## src/rtl/sv39_ptw_pkg.sv

```systemverilog
// Shared Sv39 walker definitions: PTE bit positions, satp modes,
// walker state encoding and the PTE check result bundle.
package sv39_ptw_pkg;

    localparam int PTE_V       = 0;
    localparam int PTE_R       = 1;
    localparam int PTE_W       = 2;
    localparam int PTE_X       = 3;
    localparam int PTE_U       = 4;
    localparam int PTE_G       = 5;
    localparam int PTE_A       = 6;
    localparam int PTE_D       = 7;
    localparam int PTE_PPN_LSB = 10;
    localparam int PTE_PPN_MSB = 53;

    localparam logic [3:0] SATP_MODE_BARE = 4'd0;
    localparam logic [3:0] SATP_MODE_SV39 = 4'd8;

    typedef enum logic [2:0] {
        S_IDLE,
        S_MEMREQ,
        S_MEMWAIT,
        S_RESP,
        S_DRAIN
    } ptw_state_t;

    typedef struct packed {
        logic        leaf;
        logic        pf;
        logic [43:0] ppn;
    } pte_check_t;

endpackage

```

## src/rtl/sv39_pte_check.sv

```systemverilog
// Combinational Sv39 PTE evaluation: leaf detection, page-fault
// conditions and superpage PPN merge with the virtual page number.
module sv39_pte_check
    import sv39_ptw_pkg::*;
(
    input  logic [63:0] pte_i,
    input  logic [1:0]  level_i,
    input  logic        store_i,
    input  logic [17:0] vpn_lo_i,
    output logic        leaf_o,
    output logic        pf_o,
    output logic [43:0] ppn_o
);

    logic [43:0] ppn;
    logic        invalid;
    logic        is_leaf;
    logic        misalign;
    logic        leaf_fault;
    logic        unused;

    assign ppn    = pte_i[PTE_PPN_MSB:PTE_PPN_LSB];
    assign unused = ^{pte_i[9:8], pte_i[PTE_G], pte_i[PTE_U]};

    always_comb begin
        misalign = 1'b0;
        ppn_o    = ppn;
        unique case (level_i)
            2'd2: begin
                misalign = (ppn[17:0] != '0);
                ppn_o    = {ppn[43:18], vpn_lo_i};
            end
            2'd1: begin
                misalign = (ppn[8:0] != '0);
                ppn_o    = {ppn[43:9], vpn_lo_i[8:0]};
            end
            default: begin
                misalign = 1'b0;
                ppn_o    = ppn;
            end
        endcase

        invalid = !pte_i[PTE_V]
               || (!pte_i[PTE_R] && pte_i[PTE_W])
               || (pte_i[63:54] != '0);
        is_leaf = pte_i[PTE_R] || pte_i[PTE_X];

        // A/D are never updated in hardware, so a clear bit must fault
        leaf_fault = misalign
                  || !pte_i[PTE_A]
                  || (store_i && !pte_i[PTE_D]);

        leaf_o = !invalid && is_leaf;
        pf_o   = invalid
              || (is_leaf ? leaf_fault : (level_i == 2'd0));
    end

endmodule

```

## src/rtl/sv39_ptw.sv

```systemverilog
// Sv39 page-table walker: one PTE read in flight on a 64-bit port,
// returns a leaf translation or fault to the requesting TLB.
module sv39_ptw
    import sv39_ptw_pkg::*;
#(
    parameter int PADDR_W = 56,
    parameter int VADDR_W = 64
) (
    input  logic               clk_i,
    input  logic               arst_i,
    input  logic [63:0]        satp_i,
    input  logic               flush_i,
    input  logic               req_valid_i,
    output logic               req_ready_o,
    input  logic [VADDR_W-1:0] req_vaddr_i,
    input  logic               req_store_i,
    output logic               mem_req_valid_o,
    input  logic               mem_req_ready_i,
    output logic [PADDR_W-1:0] mem_req_addr_o,
    input  logic               mem_resp_valid_i,
    input  logic [63:0]        mem_resp_data_i,
    input  logic               mem_resp_err_i,
    output logic               resp_valid_o,
    input  logic               resp_ready_i,
    output logic [43:0]        resp_ppn_o,
    output logic [1:0]         resp_level_o,
    output logic [7:0]         resp_flags_o,
    output logic               resp_pf_o,
    output logic               resp_af_o
);

    ptw_state_t  state_q, state_d;
    logic [26:0] vpn_q, vpn_d;
    logic        store_q, store_d;
    logic [43:0] base_q, base_d;
    logic [1:0]  level_q, level_d;
    logic [43:0] ppn_q, ppn_d;
    logic [7:0]  flags_q, flags_d;
    logic        pf_q, pf_d;
    logic        af_q, af_d;

    logic [8:0]  vpn_sel;
    logic        noncanon;
    pte_check_t  chk;
    logic        unused;

    assign unused = ^{req_vaddr_i[11:0], satp_i[59:44]};

    sv39_pte_check u_check (
        .pte_i    (mem_resp_data_i),
        .level_i  (level_q),
        .store_i  (store_q),
        .vpn_lo_i (vpn_q[17:0]),
        .leaf_o   (chk.leaf),
        .pf_o     (chk.pf),
        .ppn_o    (chk.ppn)
    );

    always_comb begin
        unique case (level_q)
            2'd2:    vpn_sel = vpn_q[26:18];
            2'd1:    vpn_sel = vpn_q[17:9];
            default: vpn_sel = vpn_q[8:0];
        endcase
    end

    assign mem_req_addr_o = PADDR_W'({base_q, 12'h000} + 56'({vpn_sel, 3'b000}));
    assign noncanon = (req_vaddr_i[VADDR_W-1:39] != {(VADDR_W-39){req_vaddr_i[38]}});

    assign resp_ppn_o   = ppn_q;
    assign resp_level_o = level_q;
    assign resp_flags_o = flags_q;
    assign resp_pf_o    = pf_q;
    assign resp_af_o    = af_q;

    always_comb begin
        state_d         = state_q;
        vpn_d           = vpn_q;
        store_d         = store_q;
        base_d          = base_q;
        level_d         = level_q;
        ppn_d           = ppn_q;
        flags_d         = flags_q;
        pf_d            = pf_q;
        af_d            = af_q;
        req_ready_o     = 1'b0;
        mem_req_valid_o = 1'b0;
        resp_valid_o    = 1'b0;

        unique case (state_q)
            S_IDLE: begin
                req_ready_o = !flush_i;
                if (req_valid_i && !flush_i) begin
                    vpn_d   = req_vaddr_i[38:12];
                    store_d = req_store_i;
                    base_d  = satp_i[43:0];
                    level_d = 2'd2;
                    ppn_d   = '0;
                    flags_d = '0;
                    pf_d    = 1'b0;
                    af_d    = 1'b0;
                    if (satp_i[63:60] == SATP_MODE_BARE) begin
                        state_d = S_RESP;
                        ppn_d   = req_vaddr_i[55:12];
                        level_d = 2'd0;
                        flags_d = 8'hCF;
                    end else if (noncanon) begin
                        state_d = S_RESP;
                        pf_d    = 1'b1;
                    end else begin
                        state_d = S_MEMREQ;
                    end
                end
            end
            S_MEMREQ: begin
                // Withhold valid under flush so no orphan read is issued
                if (flush_i) begin
                    state_d = S_IDLE;
                end else begin
                    mem_req_valid_o = 1'b1;
                    if (mem_req_ready_i) state_d = S_MEMWAIT;
                end
            end
            S_MEMWAIT: begin
                if (mem_resp_valid_i) begin
                    if (flush_i) begin
                        state_d = S_IDLE;
                    end else if (mem_resp_err_i) begin
                        state_d = S_RESP;
                        af_d    = 1'b1;
                    end else if (chk.pf) begin
                        state_d = S_RESP;
                        pf_d    = 1'b1;
                    end else if (chk.leaf) begin
                        state_d = S_RESP;
                        ppn_d   = chk.ppn;
                        flags_d = mem_resp_data_i[7:0];
                    end else begin
                        state_d = S_MEMREQ;
                        base_d  = mem_resp_data_i[PTE_PPN_MSB:PTE_PPN_LSB];
                        level_d = level_q - 2'd1;
                    end
                end else if (flush_i) begin
                    state_d = S_DRAIN;
                end
            end
            S_RESP: begin
                if (flush_i) begin
                    state_d = S_IDLE;
                end else begin
                    resp_valid_o = 1'b1;
                    if (resp_ready_i) state_d = S_IDLE;
                end
            end
            S_DRAIN: begin
                if (mem_resp_valid_i) state_d = S_IDLE;
            end
            default: state_d = S_IDLE;
        endcase
    end

    always_ff @(posedge clk_i) begin
        if (arst_i) begin
            state_q <= S_IDLE;
            vpn_q   <= '0;
            store_q <= 1'b0;
            base_q  <= '0;
            level_q <= '0;
            ppn_q   <= '0;
            flags_q <= '0;
            pf_q    <= 1'b0;
            af_q    <= 1'b0;
        end else begin
            state_q <= state_d;
            vpn_q   <= vpn_d;
            store_q <= store_d;
            base_q  <= base_d;
            level_q <= level_d;
            ppn_q   <= ppn_d;
            flags_q <= flags_d;
            pf_q    <= pf_d;
            af_q    <= af_d;
        end
    end

endmodule

```

## config.mk

```make
export PLATFORM = sky130hd
export DESIGN_NAME = sv39_ptw
export DESIGN_NICKNAME = d
export VERILOG_FILES = /design/src/rtl/sv39_ptw_pkg.sv /design/src/rtl/sv39_pte_check.sv /design/src/rtl/sv39_ptw.sv
export SDC_FILE = /design/constraint.sdc
export NUM_CORES = 1
export LEC_CHECK = 0
export ABC_CLOCK_PERIOD_IN_PS = 6490
export CORE_MARGIN = 4
export CORE_UTILIZATION = 45
export CTS_BUF_LIST = sky130_fd_sc_hd__clkbuf_4 sky130_fd_sc_hd__clkbuf_8
export DETAILED_ROUTE_END_ITERATION = 10
export GPL_TIMING_DRIVEN = 0
export MAX_ROUTING_LAYER = met4
export PLACE_DENSITY = 0.88
export SETUP_SLACK_MARGIN = 0.02
export SLEW_MARGIN = 20
export SYNTH_ARGS = -nofsm -noshare
export SYNTH_HDL_FRONTEND = slang
export SYNTH_SLANG_ARGS = --single-unit
```

## constraint.sdc

```tcl
create_clock -name clk_i -period 6.49 [get_ports clk_i]
set_input_delay 1.298 -clock clk_i [delete_from_list [all_inputs] [get_ports clk_i]]
set_output_delay 1.298 -clock clk_i [all_outputs]
set_load 0.05 [all_outputs]
```

==> run summary, run 1 <==
The flow ran to the end, and the final reports show no timing, DRC or antenna violations. The hold violation count in the final report is 0, and the global route total overflow is 0. The finished layout holds 1282 standard cells, fillers aside. The tools report the core box area as 13400 um^2.

The startpoint identified for the worst hold timing path is vpn_q[22]$_SDFFE_PP0P_. For the sink count of the clock tree, the log shows 131. Power spread over the standard cell area amounts to 299 nW/um^2.

Yosys attributes the largest share of cell area to sky130_fd_sc_hd__dfxtp_1 42%, sky130_fd_sc_hd__a311oi_1 12%, sky130_fd_sc_hd__nand2_1 12%, sky130_fd_sc_hd__a21oi_1 11%, sky130_fd_sc_hd__clkbuf_1 2.9%. After detailed routing, the number of remaining DRC violations is 0. The run gives 0.0127 ns as the worst-case clock skew.

Highest attainable clock frequency: 0.224 GHz. In this run, placement finished with an instance count of 1250. The final-report max-slew violation count came out at 0. The placed wire-length estimate came out at 20700 um. For the number of global-route vias before repair, the log shows 7532.

For the met3 track demand over resource, the log shows 6.99%. In the routed layout, each cell is associated on average with a via count of 6.07. Dominant synthesized flop cell: sky130_fd_sc_hd__dfxtp_1. Routability-driven placement finished with a final weighted congestion of 0.971.

The basic-gate share of the synthesized area counting and, or, nand and nor cells was 19.1%; the number of H-tree levels was 4. TritonCTS built the clock tree. The routed wire length was 27100 um. Along the worst path, the maximum fanout reaches 5. For this run, asynchronously set or reset flops after synthesis account for 0%.

Number of antenna diodes: 0. STA classifies the critical path endpoint as an output pin. In this run the post-CTS setup repair buffer count came out at 0. The total via count in the routed design is 7782. The library cells used most frequently in the layout, excluding fill and tap cells, are 281 x sky130_fd_sc_hd__clkdlybuf4s50_1, 192 x sky130_fd_sc_hd__nand2_1, 134 x sky130_fd_sc_hd__a21oi_1, 131 x sky130_fd_sc_hd__dfxtp_1, 83 x sky130_fd_sc_hd__a311oi_1.

The tool flagged a number of max-cap violations equal to 0. The count of nets left with antenna violations once routing finished came out at 0. The worst register-to-register path begins at resp_level_o[1]$_SDFFE_PP0P_. The synthesized design devotes to its leading area cell type 42.0% of total area. Setup violations remaining at the end of the flow were counted as 0.

Relative to the synthesized area, the layout overhead comes to 56.9%. The tools report the maximum vdd drop as 0.214 mV. Setup repair after global routing left no endpoint under its margin. The average wire length per cell after detail routing came out at 21.1 um. Quantity of gates resized following cts: 0. The tree is rooted in a sky130_fd_sc_hd__clkbuf_8. The share of cell area taken by muxes after synthesis works out to 0.821%. After synthesis, the netlist uses 44 different library cells.

The run gives 316 as the top-level port count. Number of port buffers: 281. The cell type with the largest total area after synthesis is sky130_fd_sc_hd__dfxtp_1. Summing internal, switching and leakage power gives 0.00293 W.

Measured along the x axis, the die boundary spans 126 um. The synthesis-stage register bit count was 131; the full die area was 15800 um^2. The number of synthesized flops with an enable pin was 0; the final sum of negative setup slack was 0 ns. Buffers inserted to repair hold after CTS numbered 0. Counting every instance in the synthesized netlist gives 791. The die is 126 um tall.

The startpoint of the most critical setup path was flush_i. For the number of antenna violations at the first check in global routing, the log shows 0. The tools report the placement row count as 42. The clock transition at the registers of the reported paths came out at 0.07 ns. The post-synthesis adder-cell area fraction is 0.601%. Once the floorplan was initialized, standard cells occupied 46.6% of the core. The global-route met2 utilization was 52.5%; the post-synthesis xor/xnor area fraction was 0%. The min-delay analysis places its worst path in the category register to register.

The clock buffer count from CTS came out at 17. Most crowded layer after global routing: met2. The run gives 33.8% as the total routing usage reported by global routing. The average instance in the mapped netlist occupies 7.89 um^2. The critical path launch point type is an input port.

Yosys printed 0 warnings. In the finished design, the share of the clock period the worst path needs comes to 68.9%. The time the final worst path needs with I/O delays and setup was 4.47 ns; the initial detailed-routing violation count was 977. The largest net degree at the start of global routing was 17.

For the relative max-transition margin, the log shows 33.5%. In the final design database the tool counted 1297 nets. The class of the most critical setup path was input port to output pin.

The cell area that synthesis handed to floorplanning was 6240 um^2. The arrival time reported for the critical path endpoint is 3.17 ns. The library cell used most frequently in the layout, excluding fill and tap cells, is sky130_fd_sc_hd__clkdlybuf4s50_1. The first global-routing pass estimated 41500 um of wire.

For this design the static power due to leakage is 3.34 nW. For the pin with the worst max-slew slack, the measured transition is 0.987 ns. By area, the combinational part of the netlist is dominated by compound AO/OA/AOI/OAI gates. Counting along the longest clock path gives a buffer depth of 2.

The first detailed-routing pass ran for 5 iterations. The required time of the critical path was 5.19 ns; the compound-gate portion of the synthesized area was 31.3%. The source-to-sink clock delay at the later pin of the worst-skew pair is 0.45 ns.

For the post-synthesis sequential area ratio, the log shows 42.0%. Global routing used 42.9% of the available met1 tracks. Cells with a size suffix above 1 make up 6.33% of the layout.
## cell families (layout without fill, tap and decap cells)
family                     after synthesis  after routing
AOI/OAI and AO/OA                      290            290
and+or+nand+nor                        275            275
DFF                                    131            131
buffers and inverters                   86            399
muxes                                    5              5
adders and majority gates                3              3
other                                    1              3
## where the power goes
part | leakage [nW] | switching, W | internal [W]
Combinational | 2.00 | 0.000693 | 0.000385
Clock | 0.264 | 0.000328 | 0.000573
Sequential | 1.07 | 0.0000570 | 0.000892
Total | 3.34 | 0.00108 | 0.00185
## per-stage QoR
stage                     util [%]  hold WS (ns)  setup WS, ns  area [um^2]
final                         73.1         0.470          2.02         9800
after global routing          73.1         0.484          1.94         9800
after CTS                     73.1         0.466          2.01         9800
after detailed placement      69.3         0.453          2.05         9290
after global placement        69.3         0.443          2.04         9290
after floorplan                  -         0.436          2.56         6250
## cell type report
| type | instances | area, um^2 |
|---|---|---|
| flip-flops and latches | 131 | 2620 |
| clock inverters | 10 | 225 |
| well taps | 176 | 220 |
| multi-input cells | 576 | 3250 |
| inverters | 5 | 18.8 |
| repair buffers | 281 | 2810 |
| fillers | 1007 | 3600 |
| clock buffers | 22 | 290 |
| plain buffers | 81 | 362 |
## state kept, by name (all words and copies together) (netlist names)
name / count
vpn_q: 27
state_q: 3
resp_pf_o: 1
resp_af_o: 1
resp_flags_o: 8
resp_level_o: 2
store_q: 1
base_q: 44
resp_ppn_o: 44
## metal layers
layer | routed length, um | part of all wire (%)
met1 | 10600 | 39
met2 | 12500 | 46
met3 | 2820 | 10
met4 | 1160 | 4.3
met5 | 0 | 0
## worst max-delay path: stages
cell	delay [ns]
sky130_fd_sc_hd__clkdlybuf4s50_1	0.50
sky130_fd_sc_hd__or2_1	0.29
sky130_fd_sc_hd__nor3_1	0.20
sky130_fd_sc_hd__clkdlybuf4s50_1	0.87
## synthesized netlist by cell type, drive strengths merged, types with 8 or more instances
library cell and number:
nand2 192, a21oi 136, dfxtp 131, a311oi 83, clkbuf 48, buf 33
nor2 23, a22oi 19, a211oi 10, a32oi 10, o21ai 10, a22o 9
nor3 9, nor4 8
## worst paths after layout
check	to	slack (ns)	cells after the start
worst max-delay path	req_ready_o	2.02	4
worst min-delay path	vpn_q[22]$_SDFFE_PP0P_	0.47	2
worst max register to register	base_q[35]$_SDFFE_PP0P_	3.57	7
worst min register to register	vpn_q[22]$_SDFFE_PP0P_	0.47	2
(Power assumes the default switching activity.)
==> run 2: changes to the inputs <==
ABC_CLOCK_PERIOD_IN_PS = 4600   (was 6490)
CORE_UTILIZATION = 42   (was 45)
PLACE_DENSITY = 0.83   (was 0.88)
clock period = 4.6 ns   (was 6.49 ns; I/O delays follow)
==> run 2 against run 1 <==
Effect of this change: die area up 6.7%; wire length up 0.44%; first-iteration DRC count up 3.8%; sequential cell count unchanged; critical path depth up 3; clock skew down 0.0034 ns; sequential share of layout area up 0.35 points; via count down 0.36%; hold slack worse by 0.011 ns; combinational power up 41%; largest power group unchanged.
==> run summary, run 2 (synthesis gave the netlist of run 1 again) <==
The flow ran to the end, and the final reports show no timing, DRC or antenna violations. The setup path with the least slack is of type register to output pin. The logs give 0 (unchanged) for the cts-stage hold buffer count and 21000 um (+1.5%) for the placed wire-length estimate.

The total via count in the routed design came out at 7754 (-0.36%). The tools report the critical path launch point type as a register. The run gives 2 (unchanged) as the maximum buffer depth of the clock tree. The final count of negative-setup-slack endpoints is 0 (unchanged), and the width of the die is 130 um (+3.3%).

The die height works out to 130 um (+3.3%). The tools report the number of inserted filler cells in the final layout as 1236 (+23%). The clock network power share was 24.9% (-5.9 points). The count of max-cap constraint violations was 0 (unchanged); the quantity of gates resized following cts was 0 (unchanged). The leakage power is 3.25 nW (-2.6%), and the number of H-tree levels is 4 (unchanged). The source-to-sink clock delay at the later pin of the worst-skew pair was 0.47 ns (+0.02 ns). The logs give 0.277 mV (+29%) for the maximum vdd drop and 0 (unchanged) for the post-detailed-route DRC marker count. The most common library cell in the layout ignoring fill and taps is sky130_fd_sc_hd__clkdlybuf4s50_1.

The clock transition at the registers of the reported paths was 0.07 ns (about the same); the internal power consumption was 0.00226 W (+22%). The tools report the number of buffers inserted to repair setup after CTS as 0 (unchanged). For the worst-case clock skew, the log shows 0.00933 ns (-0.00341 ns).

The min-delay analysis places its worst path in the category register to register. The combinational share of power was 40.0% (+3.2 points). The clock buffer count from CTS is 17 (unchanged), and the number of non-filler instances in the completed layout is 1291 (+0.70%).

The average vias per placed instance came out at 6.01 (-1.1%). The number of port buffers works out to 281 (unchanged). The peak fanout along the critical path works out to 10 (+5). From synthesis to final layout, the design area changed by 54.9%. CTS placed an instance of sky130_fd_sc_hd__clkbuf_8 at the clock tree root. The footprint of the multi-input gates was 3250 um^2 (unchanged); the placement row count was 44 (+4.8%). The final sum of negative setup slack is 0 ns (unchanged), and the number of antenna violations at the first check in global routing is 1 (+1). TritonCTS built the clock tree. The run gives 31.9% (-2.0 points) as the total routing usage reported by global routing. For the portion of total power attributed to sequential cells, the log shows 35.2% (+2.8 points). Net switching power figure: 0.00154 W (+43%). The final-report max-slew violation count is 0 (unchanged). The top-level port count came out at 316 (unchanged). The slew at the pin with the worst max-slew slack is 1.14 ns (+0.156 ns), and the average wire length per cell after detail routing is 21.0 um (-0.26%).

The post-placement cell count came out at 1258 (+0.64%). The time the final worst path needs with I/O delays and setup was 4.00 ns. The switching part of the total power is 40.6% (+3.7 points). The power per standard cell area works out to 393 nW/um^2 (+32%). Setup repair after global routing left no endpoint under its margin. The full die area was 16900 um^2 (+6.7%); the remaining antenna violation count was 0 (unchanged). The logs give 131 (unchanged) for the sink count of the clock tree and 1297 (unchanged) for the net count of the finished layout. The global route total overflow is 0 (unchanged), and the minimum setup slack among reg-to-reg paths is 1.67 ns (-1.90 ns). In the layout the commonest cells are 281 x sky130_fd_sc_hd__clkdlybuf4s50_1, 192 x sky130_fd_sc_hd__nand2_1, 134 x sky130_fd_sc_hd__a21oi_1, 131 x sky130_fd_sc_hd__dfxtp_1, 83 x sky130_fd_sc_hd__a311oi_1. The run gives 43.0% (-3.6 points) as the initial standard-cell utilization of the core. STA classifies the critical path endpoint as an output pin. The first-pass GRT wire length is 40400 um (-2.8%), and the final weighted congestion of routability-driven global placement is 0.938 (-3.5%).

Based on the critical path, the design can be clocked at up to 0.250 GHz. The largest net degree at the start of global routing was 17 (unchanged). The arrival time reported for the critical path endpoint was 3.08 ns (-0.09 ns); the tightest hold margin was 0.458 ns (-0.0113 ns).

The run gives 2620 um^2 (unchanged) as the register area. The tools report the hold violation count in the final report as 0 (unchanged). The share of final-layout standard cells stronger than drive strength 1 is 6.33% (unchanged).

After layout, the worst path uses 87.0% of the clock period. The run gives 14500 um^2 (+8.5%) as the core box area. The run gives 3.68 ns (-1.51 ns) as the required time of the critical path. The tools report the initial detailed-routing violation count as 1014 (+3.8%). The run gives 27200 um (+0.44%) as the routed wire length.

The run gives 7349 (-2.4%) as the number of global-route vias before repair. The relative max-transition margin was 23.0% (-11 points); the number of detailed-route iterations in the first pass was 8 (+3).
run 2: per-stage QoR:
step / util [%] / area, um^2 / setup slack (ns) / total power, W
after floorplan: - / 6250 / 1.13 / 0.00226
after global placement: 64.0 / 9300 / 0.798 / 0.00284
after detailed placement: 64.0 / 9300 / 0.807 / 0.00286
after CTS: 66.5 / 9670 / 0.599 / 0.00379
after global routing: 66.6 / 9670 / 0.448 / 0.00395
final: 66.6 / 9670 / 0.597 / 0.00380
run 2: layer usage:
metal	vias to the layer above	routed length, um	GRT usage, %
met5	-	0	-
met1	3633	10600	39.5
met3	76	2880	7.86
li1	3533	-	-
met2	512	12800	51.0
met4	0	867	10.7
run 2: path summary, 6_finish.rpt:
path | from | to | cells after the start
worst min-delay path | store_q$_SDFFE_PP0P_ | store_q$_SDFFE_PP0P_ | 2
worst max-delay path | resp_level_o[0]$_SDFFE_PP0P_ | mem_req_addr_o[11] | 7
worst max register to register | resp_level_o[0]$_SDFFE_PP0P_ | resp_ppn_o[41]$_SDFFE_PP0P_ | 9
worst min register to register | store_q$_SDFFE_PP0P_ | store_q$_SDFFE_PP0P_ | 2
run 2: worst max-delay path: stages, from the launching register on:
cell and delay (ns):
sky130_fd_sc_hd__dfxtp_1 0.38, sky130_fd_sc_hd__inv_1 0.09, sky130_fd_sc_hd__ha_1 0.35, sky130_fd_sc_hd__clkbuf_1 0.36, sky130_fd_sc_hd__clkbuf_1 0.37, sky130_fd_sc_hd__nor2_1 0.07, sky130_fd_sc_hd__a21oi_1 0.16, sky130_fd_sc_hd__clkdlybuf4s50_1 0.84
run 2: power groups by stage:
| stage | combinational, W | sequential [W] | clock [W] |
|---|---|---|---|
| 2_1_floorplan | 0.000547 | 0.00171 | 0 |
| 3_3_place_gp | 0.00149 | 0.00135 | 0 |
| 3_5_place_dp | 0.00150 | 0.00136 | 0 |
| 4_1_cts | 0.00151 | 0.00133 | 0.000945 |
| 5_1_grt | 0.00161 | 0.00135 | 0.000995 |
| 6_report | 0.00152 | 0.00134 | 0.000946 |
run 2: cell type report:
type / count / area share [%]
clock inverters: 12 / 1.11
multi-input cells: 576 / 33.6
well taps: 184 / 2.38
inverters: 5 / 0.194
flip-flops and latches: 131 / 27.1
repair buffers: 281 / 29.1
clock buffers: 20 / 2.78
plain buffers: 81 / 3.74
diodes: 1 / 0.0259
